[config.mk]
export PLATFORM = sky130hd
export DESIGN_NAME = iob_cpu_bus_split
export DESIGN_NICKNAME = d
export VERILOG_FILES = /design/src/rtl/iob_cpu_bus_split.sv
export SDC_FILE = /design/constraint.sdc
export NUM_CORES = 1
export LEC_CHECK = 0
export BUFFER_PORTS_ARGS = -buffer_cell sky130_fd_sc_hd__buf_2
export CAP_MARGIN = 20
export CELL_PAD_IN_SITES_DETAIL_PLACEMENT = 1
export CELL_PAD_IN_SITES_GLOBAL_PLACEMENT = 2
export CORE_MARGIN = 8
export CORE_UTILIZATION = 25
export DETAILED_ROUTE_END_ITERATION = 16
export GPL_TIMING_DRIVEN = 0
export PLACE_DENSITY_LB_ADDON = 0.1
export SYNTH_ARGS = -nofsm -noshare
export SYNTH_HDL_FRONTEND = slang
export SYNTH_SLANG_ARGS = --single-unit
export TNS_END_PERCENT = 1
[constraint.sdc]
create_clock -name clk_i -period 3.6 [get_ports clk_i]
set_input_delay 0.72 -clock clk_i [delete_from_list [all_inputs] [get_ports clk_i]]
set_output_delay 0.72 -clock clk_i [all_outputs]
set_load 0.05 [all_outputs]
[src/rtl/iob_cpu_bus_split.sv]
// Bridges a PicoRV32-style valid/ready memory port onto separate IOb instruction and data buses.
// One request is outstanding at a time; a response timeout completes hung requests and raises a sticky error.
module iob_cpu_bus_split #(
    parameter int                ADDR_W    = 32,
    parameter int                DATA_W    = 32,
    parameter int                TIMEOUT_W = 8,
    parameter logic [DATA_W-1:0] ERR_RDATA = DATA_W'(32'hDEADBEEF)
) (
    input  logic                clk_i,
    input  logic                rst_i,
    input  logic                cke_i,
    input  logic                cpu_valid_i,
    input  logic                cpu_instr_i,
    input  logic [ADDR_W-1:0]   cpu_addr_i,
    input  logic [DATA_W-1:0]   cpu_wdata_i,
    input  logic [DATA_W/8-1:0] cpu_wstrb_i,
    output logic [DATA_W-1:0]   cpu_rdata_o,
    output logic                cpu_ready_o,
    output logic                ibus_avalid_o,
    output logic [ADDR_W-1:0]   ibus_addr_o,
    input  logic                ibus_aready_i,
    input  logic [DATA_W-1:0]   ibus_rdata_i,
    input  logic                ibus_rvalid_i,
    output logic                dbus_avalid_o,
    output logic [ADDR_W-1:0]   dbus_addr_o,
    output logic [DATA_W-1:0]   dbus_wdata_o,
    output logic [DATA_W/8-1:0] dbus_wstrb_o,
    input  logic                dbus_aready_i,
    input  logic [DATA_W-1:0]   dbus_rdata_i,
    input  logic                dbus_rvalid_i,
    output logic                err_o,
    input  logic                err_clr_i
);

    typedef enum logic [1:0] {IDLE, REQ, RESP, DONE} state_t;

    localparam logic [TIMEOUT_W-1:0] CNT_LAST = {{(TIMEOUT_W-1){1'b1}}, 1'b0};

    state_t                state_q, state_d;
    logic [TIMEOUT_W-1:0]  cnt_q, cnt_d;
    logic                  instr_q, instr_d;
    logic [ADDR_W-1:0]     addr_q, addr_d;
    logic [DATA_W-1:0]     wdata_q, wdata_d;
    logic [DATA_W/8-1:0]   wstrb_q, wstrb_d;
    logic [DATA_W-1:0]     rdata_q, rdata_d;
    logic                  err_q, err_d;

    logic                  sel_aready;
    logic                  sel_rvalid;
    logic [DATA_W-1:0]     sel_rdata;
    logic                  is_write;
    logic                  timeout;

    assign sel_aready = instr_q ? ibus_aready_i : dbus_aready_i;
    assign sel_rvalid = instr_q ? ibus_rvalid_i : dbus_rvalid_i;
    assign sel_rdata  = instr_q ? ibus_rdata_i  : dbus_rdata_i;
    assign is_write   = |wstrb_q;
    // The count crosses 2^TIMEOUT_W-1 during this cycle; >= also covers a REQ accept on that very cycle.
    assign timeout    = (cnt_q >= CNT_LAST);

    always_ff @(posedge clk_i or posedge rst_i) begin
        if (rst_i) begin
            state_q <= IDLE;
            cnt_q   <= '0;
            instr_q <= 1'b0;
            addr_q  <= '0;
            wdata_q <= '0;
            wstrb_q <= '0;
            rdata_q <= '0;
            err_q   <= 1'b0;
        end else begin
            state_q <= state_d;
            cnt_q   <= cnt_d;
            instr_q <= instr_d;
            addr_q  <= addr_d;
            wdata_q <= wdata_d;
            wstrb_q <= wstrb_d;
            rdata_q <= rdata_d;
            err_q   <= err_d;
        end
    end

    always_comb begin
        state_d = state_q;
        cnt_d   = cnt_q;
        instr_d = instr_q;
        addr_d  = addr_q;
        wdata_d = wdata_q;
        wstrb_d = wstrb_q;
        rdata_d = rdata_q;
        err_d   = err_q;
        if (cke_i) begin
            if (err_clr_i) begin
                err_d = 1'b0;
            end
            unique case (state_q)
                IDLE: begin
                    if (cpu_valid_i) begin
                        instr_d = cpu_instr_i;
                        addr_d  = cpu_addr_i;
                        wdata_d = cpu_wdata_i;
                        wstrb_d = cpu_instr_i ? '0 : cpu_wstrb_i;
                        cnt_d   = '0;
                        state_d = REQ;
                    end
                end
                REQ: begin
                    cnt_d = cnt_q + 1'b1;
                    if (sel_aready) begin
                        if (is_write) begin
                            rdata_d = '0;
                            state_d = DONE;
                        end else begin
                            state_d = RESP;
                        end
                    end else if (timeout) begin
                        rdata_d = is_write ? '0 : ERR_RDATA;
                        err_d   = 1'b1;
                        state_d = DONE;
                    end
                end
                RESP: begin
                    cnt_d = cnt_q + 1'b1;
                    if (sel_rvalid) begin
                        rdata_d = sel_rdata;
                        state_d = DONE;
                    end else if (timeout) begin
                        rdata_d = ERR_RDATA;
                        err_d   = 1'b1;
                        state_d = DONE;
                    end
                end
                DONE: begin
                    state_d = IDLE;
                end
                default: begin
                    state_d = IDLE;
                end
            endcase
        end
    end

    assign ibus_avalid_o = (state_q == REQ) && instr_q;
    assign dbus_avalid_o = (state_q == REQ) && !instr_q;
    assign ibus_addr_o   = addr_q;
    assign dbus_addr_o   = addr_q;
    assign dbus_wdata_o  = wdata_q;
    assign dbus_wstrb_o  = wstrb_q;
    assign cpu_rdata_o   = rdata_q;
    assign cpu_ready_o   = (state_q == DONE);
    assign err_o         = err_q;

endmodule

==> results of run 1 <==
## power by group
part	internal, mW	total [mW]	switching, mW
clock network	0.493	1.01	0.521
registers	1.79	2.15	0.357
logic	1.54	5.12	3.58
total	3.82	8.28	4.46
## flip-flops by register name (all words and copies together), names as in the netlist
name / count
dbus_wdata_o: 32
dbus_addr_o: 32
instr_q: 1
err_o: 1
cpu_rdata_o: 32
dbus_wstrb_o: 4
cnt_q: 8
state_q: 2
## routing by layer
| metal | up-vias | part of all wire [%] |
|---|---|---|
| met1 | 2182 | 39 |
| met2 | 137 | 53 |
| met4 | 0 | 1.5 |
| met5 | - | 0 |
| li1 | 2058 | - |
| met3 | 15 | 6.6 |
## area by class of cell
type / instances / area, sq um / area share [%]
timing repair buffer: 280 / 1450 / 19.2
antenna: 1 / 2.50 / 0.0333
multi-input combinational: 249 / 2230 / 29.6
inverter: 6 / 26.3 / 0.349
tap: 280 / 350 / 4.66
clock buffer: 9 / 225 / 3.00
clock inverter: 7 / 70.1 / 0.932
buffer: 57 / 370 / 4.93
sequential: 112 / 2800 / 37.3
## through the flow
stage / util, % / setup slack (ns) / instances / hold slack [ns] / cell area, sq um
final: 34.9 / 0.858 / 1001 / 0.334 / 7520
after global routing: 34.9 / 0.689 / 1001 / 0.341 / 7520
after CTS: 34.9 / 0.762 / 1000 / 0.325 / 7520
after detailed placement: 33.5 / 1.17 / 984 / 0.487 / 7220
after global placement: 33.2 / 0.607 / 981 / 0.484 / 7160
after floorplan: - / 1.43 / 424 / 0.497 / 5430
## placed cells by master, fill, tap and decap left out, drive strengths merged, types with 2 or more instances in the layout
master and instances:
a21oi 3, and2 3, buf 323, clkbuf 23, clkinv 2, dfrtp 112, ha 6, inv 10
mux2 99, mux2i 10, nand2 35, nand2b 8, nand3 5, nand4 5, nor2 16, nor3 2
o211ai 3, o21ai 11, o221ai 24, o31ai 2, xor2 5
## worst min path at each step
stage | from | to | slack (ns)
after floorplan | cnt_q[0] | cnt_q[0] | 0.50
after global placement | dbus_wdata_o[27] | dbus_wdata_o[27] | 0.48
after detailed placement | dbus_wdata_o[14] | dbus_wdata_o[14] | 0.49
after CTS | rst_i | dbus_wdata_o[7] | 0.32
after global routing | rst_i | dbus_wdata_o[7] | 0.34
final | rst_i | dbus_wdata_o[19] | 0.33
## cells by family after synthesis
kind of cell	Yosys count	synth area share (%)
AND/OR/NAND/NOR	80	7.02
multiplexers	109	24.8
flip-flops	112	51.7
adder cells (fa/ha/maj)	6	1.38
XOR/XNOR	5	0.808
AO/OA/AOI/OAI	49	7.06
buffers and inverters	63	7.25
==> metrics.txt, run 1 <==
CTS buffer count 9; Post-Synthesis Cells 424; #FFs+latches synth 112; Commonest cells post-synth 112 x dfrtp_1, 68 x mux2_2, 35 x nand2_1; clk sink count 112; number of max-slew violations in the final report 0; worst clock skew 0.0133 ns; relative area change from synthesis to final layout 38.7%; worst vdd rail ir drop 0.000455 V; pin count of the biggest net entering global routing 38; share of final-layout standard cells stronger than drive strength 1 61.4%; number of cells on the critical path 4; die width 163 um; total wire length 18700 um; cell area after synthesis 0.00542 sq mm; Register-to-Register Setup Slack 1.33 ns; CP Max Fanout 10; die footprint 0.0267 sq mm; effective utilization at floorplan 25.2%; maximum single-stage delay on the critical path 0.67 ns; Hold Violations, Final 0; number of fillers in the final layout 2479; proportion of netlist area held by the largest area contributor 51.7%; Setup Viol. Count Final 0; most repeated cell in the gate-level netlist after synthesis dfrtp_1; number of port buffers 277; setup repair after global routing missed its margin no; worst slew margin relative to its limit 41.8%; Setup Total Neg Slack 0 ns; leading post-synthesis cells by cell area dfrtp_1 52%, mux2_2 14%, mux2_4 8.6%, buf_4 4.4%, o221ai_1 3.9%; signal arrival time at the worst endpoint 2.02 ns; number of placement rows 54; boundary pin count 278; post-layout minimum cycle time 2.74 ns; HPWL after detailed placement 15300 um; Post-CTS Hold Fix Bufs 0; Avg Vias per Cell 4.39; antenna violations before repair 1; critical setup path kind register to output port; kind of end point of the critical path output port; GRT Residual Overflow 0; placeable core region 0.0216 sq mm; cell accounting for the most synthesized area dfrtp_1; worst-margin pin slew 0.872 ns; starting DRC count in detailed routing 104; required arrival time at the worst endpoint 2.88 ns; maximum count of clock buffers along a single path 2; asr flop ratio synth 100%; Crit path buffers/inverters 3; detail-routed net length per standard cell 18.7 um; cell with the largest stage delay on the worst path clkbuf_1; number of search-and-repair iterations in the first detailed-routing pass 4; ordered list of cells on the worst path buf_6, clkbuf_1, and2_1, buf_2; met2 track demand over resource in global routing 24.3%; share of the clock period used by the worst path 76.2%; die height 163 um; average cell area after synthesis 12.8 sq um; EDFF count, synth 0; met3 layer usage reported by global route 3.70%; Max Clock Freq 365 MHz; total power consumption of the routed design 8.28 mW; placer's final routability congestion estimate 0.742; r2r startpoint state_q[0]; max-cap violation count 0; most used flip-flop cell after synthesis dfrtp_1; clock edge transition at the registers on the reported setup and hold paths 0.09 ns; vias after detailed routing 4392; leakage power 3.94 nW; kind of launch point of the worst setup path register; wire length of the first global-routing pass 28600 um; number of distinct library cells after synthesis 39; launching element of the worst setup path instr_q; total setup buffers inserted after CTS 0; busiest metal layer after global routing met2; critical register-to-register path endpoint cpu_rdata_o[21]; CTS resizes 0; worst min path class input pin to async pin; critical path endpoint ibus_avalid_o; Routed Antenna Nets 0; buffer cell driving the clock tree root clkbuf_16; net total in the final layout 863; run status complete, no violations; sequential fraction of the synthesis area 51.7%; number of global-route vias before repair 4887; warning count from the yosys run 0; global-route total usage across every layer 13.9%; DRC violation count after routing 0; met1 routing resource usage after global routing 16.0%; H-tree depth 3; syn_nets 572; Pwr per Cell Area 1100 mW/mm^2; CTS tree yes; clock network latency to the later pin of the worst-skew pair 0.36 ns; worst-case reg-to-reg path depth 7; cell class contributing the biggest share of worst-path delay buffers and inverters
Note: power is estimated with default switching activity, not from simulation.
==> run 2, diff against run 1 <==
--- a/config.mk
+++ b/config.mk
@@ -5,12 +5,13 @@
 export SDC_FILE = /design/constraint.sdc
 export NUM_CORES = 1
 export LEC_CHECK = 0
+export ABC_AREA = 1
 export BUFFER_PORTS_ARGS = -buffer_cell sky130_fd_sc_hd__buf_2
 export CAP_MARGIN = 20
 export CELL_PAD_IN_SITES_DETAIL_PLACEMENT = 1
 export CELL_PAD_IN_SITES_GLOBAL_PLACEMENT = 2
 export CORE_MARGIN = 8
-export CORE_UTILIZATION = 25
+export CORE_UTILIZATION = 24
 export DETAILED_ROUTE_END_ITERATION = 16
 export GPL_TIMING_DRIVEN = 0
 export PLACE_DENSITY_LB_ADDON = 0.1
==> constraint.sdc (replaced) <==
create_clock -name clk_i -period 2.8 [get_ports clk_i]
set_input_delay 0.56 -clock clk_i [delete_from_list [all_inputs] [get_ports clk_i]]
set_output_delay 0.56 -clock clk_i [all_outputs]
set_load 0.05 [all_outputs]
==> run 2 against run 1 <==
- clock power grew 30%
- via count grew 29%
- setup slack lost 0.49 ns
- design area grew 4.0%
- non-clock buffer count grew 14
- hold slack lost 0.082 ns
- combinational power grew 45%
- sequential share of layout area shrank 1.4 points
- routed wire length grew 18%
- area after synthesis grew 4.0%
- critical path depth grew 1
- critical path type unchanged
==> metrics.txt, run 2 <==
run status complete, no violations (unchanged); placer's final routability congestion estimate 0.718 (was 0.742); sequential fraction of the synthesis area 49.7% (was 51.7%); cell area after synthesis 0.00564 sq mm (was 0.00542 sq mm); net total in the final layout 1194 (was 863); Setup Viol. Count Final 0 (unchanged); signal arrival time at the worst endpoint 1.87 ns (was 2.02 ns); antenna violations before repair 5 (was 1); Avg Vias per Cell 4.15 (was 4.39); warning count from the yosys run 0 (unchanged); max-cap violation count 0 (unchanged); GRT Residual Overflow 0 (unchanged); number of fillers in the final layout 2992 (was 2479); antenna diode instance count 0 (was 1); worst-margin pin slew 0.615 ns (was 0.872 ns); CTS tree yes (unchanged); number of placement rows 56 (was 54); kind of launch point of the worst setup path register (unchanged); leakage power 4.67 nW (was 3.94 nW); DP Area 0.00752 sq mm (was 0.00722 sq mm); Final Instance Area 0.00782 sq mm (was 0.00752 sq mm); number of search-and-repair iterations in the first detailed-routing pass 4 (unchanged); die footprint 0.0287 sq mm (was 0.0267 sq mm); pin count of the biggest net entering global routing 32 (was 38); cell accounting for the most synthesized area dfrtp_1 (unchanged); register cell area after layout 0.00280 sq mm (unchanged); detail-routed net length per standard cell 16.1 um (was 18.7 um); number of port buffers 277 (unchanged); syn_nets 902 (was 572); worst min path class input pin to async pin (unchanged); share of final-layout standard cells stronger than drive strength 1 34.9% (was 61.4%); most frequent cells in the layout 416 x nand2_1, 294 x buf_2, 112 x dfrtp_1 (was 282 x buf_2, 112 x dfrtp_1, 68 x mux2_2); required arrival time at the worst endpoint 2.24 ns (was 2.88 ns); number of distinct library cells after synthesis 27 (was 39); worst clock skew 0.0105 ns (was 0.0133 ns); total wire length 22100 um (was 18700 um); total power consumption of the routed design 11.6 mW (was 8.28 mW); starting DRC count in detailed routing 190 (was 104); critical setup path kind register to output port (unchanged); post-layout minimum cycle time 2.43 ns; worst slew margin relative to its limit 59.0% (was 41.8%); Hold Violations, Final 0 (unchanged); Layout Utilization 33.6% (was 34.9%); maximum count of clock buffers along a single path 2 (unchanged); placeable core region 0.0233 sq mm (was 0.0216 sq mm); worst path setup slack after routing 0.366 ns (was 0.858 ns); average cell area after synthesis 7.48 sq um (was 12.8 sq um); CP Max Fanout 10 (unchanged); Post-CTS Hold Fix Bufs 0 (unchanged); number of standard cells in the final layout excluding fillers 1370 (was 1001); placed instance count 1354 (was 984); boundary pin count 278 (unchanged); CTS resizes 0 (unchanged); clock network latency to the later pin of the worst-skew pair 0.35 ns (was 0.36 ns); Routed Antenna Nets 0 (unchanged); most repeated cell in the gate-level netlist after synthesis nand2_1 (was dfrtp_1); CTS buffer count 9 (unchanged); post-place setup slack 0.618 ns (was 1.17 ns); leading post-synthesis cells by cell area dfrtp_1 50%, nand2_1 28%, nand3_1 5.7%, buf_4 4.8%, inv_1 1.6% (was dfrtp_1 52%, mux2_2 14%, mux2_4 8.6%, buf_4 4.4%, o221ai_1 3.9%); Max Clock Freq 411 MHz; HPWL after detailed placement 17700 um (was 15300 um); most used flip-flop cell after synthesis dfrtp_1 (unchanged); clk sink count 112 (unchanged); number of max-slew violations in the final report 0 (unchanged); die width 169 um (was 163 um); effective utilization at floorplan 24.2% (was 25.2%); global-route total usage across every layer 15.4% (was 13.9%); vias after detailed routing 5680 (was 4392); Commonest cells post-synth 416 x nand2_1, 112 x dfrtp_1, 64 x nand3_1 (was 112 x dfrtp_1, 68 x mux2_2, 35 x nand2_1); H-tree depth 3 (unchanged); proportion of netlist area held by the largest area contributor 49.7% (was 51.7%); die height 169 um (was 163 um); total setup buffers inserted after CTS 0 (unchanged); kind of end point of the critical path output port (unchanged); EDFF count, synth 0 (unchanged); leading cell type in the layout, fill and taps excluded nand2_1 (was buf_2); worst vdd rail ir drop 0.000564 V (was 0.000455 V); asr flop ratio synth 100% (unchanged); buffer cell driving the clock tree root clkbuf_16 (unchanged); #FFs+latches synth 112 (unchanged); number of global-route vias before repair 5884 (was 4887); setup repair after global routing missed its margin no (unchanged); clock edge transition at the registers on the reported setup and hold paths 0.08 ns (was 0.09 ns); relative area change from synthesis to final layout 38.6% (was 38.7%); Pwr per Cell Area 1480 mW/mm^2 (was 1100 mW/mm^2); footprint of the multi-input gates 0.00229 sq mm (was 0.00223 sq mm); Post-Synthesis Cells 754 (was 424); DRC violation count after routing 0 (unchanged); share of the clock period used by the worst path 86.9%; wire length of the first global-routing pass 34600 um (was 28600 um)
[run 2: path summary, 6_finish.rpt]
| kind | endpoint | slack [ns] | cells past startpoint | startpoint |
|---|---|---|---|---|
| setup / recovery | ibus_avalid_o | 0.37 | 5 | instr_q |
| hold / removal | dbus_addr_o[30] | 0.25 | 2 | rst_i |
| setup reg to reg | cnt_q[4] | 0.69 | 7 | state_q[0] |
| hold reg to reg | cpu_rdata_o[13] | 0.47 | 2 | cpu_rdata_o[13] |
| max in group asynchronous | dbus_wdata_o[13] | 1.83 | 4 | rst_i |
| min in group clk_i | dbus_wdata_o[19] | 0.40 | 3 | cpu_wdata_i[19] |
[run 2: kinds of logic (layout without fill, tap and decap cells)]
group | count (synthesis) | count (layout) | synth area share, %
and+or+nand+nor | 511 | 511 | 36.4
AOI/OAI and AO/OA | 25 | 25 | 2.57
buffers and inverters | 98 | 395 | 9.74
DFF | 112 | 112 | 49.7
adders and majority gates | 6 | 6 | 1.33
xor gates and xnor gates | 2 | 2 | 0.311
[run 2: metal layers]
metal	routed length [um]	up-vias	part of all wire (%)	GRT usage [%]
met4	220	10	1.0	3.04
met3	1660	22	7.5	5.42
met1	9330	2633	42	18.7
met5	69	-	0.31	0
met2	10800	149	49	25.8
li1	-	2866	-	-
[run 2: worst max-delay path, cell delays in order (launching register included)]
cell,delay [ns]
dfrtp_1,0.33
buf_4,0.19
clkbuf_1,0.50
nand2_1,0.16
inv_1,0.09
buf_2,0.26
[run 2: power by group]
| part | switching [mW] | leakage, nW | internal, mW | total (mW) |
|---|---|---|---|---|
| Sequential | 0.482 | 1.43 | 2.36 | 2.84 |
| Combinational | 5.66 | 3.09 | 1.78 | 7.44 |
| Clock | 0.655 | 0.144 | 0.652 | 1.31 |
| Total | 6.79 | 4.67 | 4.79 | 11.6 |
[run 2: metrics by stage]
step,setup TNS [ns],hold WS (ns)
floorplan,0,0.498
global placement,-15.62,0.449
detailed placement,0,0.453
CTS,0,0.257
global route,0,0.280
finish,0,0.253
[run 2: cell type report]
cell class,instances,share of cell area (%)
Clock inverter,6,0.784
Buffer,70,5.65
Clock buffer,10,3.06
Sequential cell,112,35.9
Inverter,28,1.42
Tap cell,319,5.11
Timing Repair Buffer,281,18.9
Multi-Input combinational cell,544,29.3
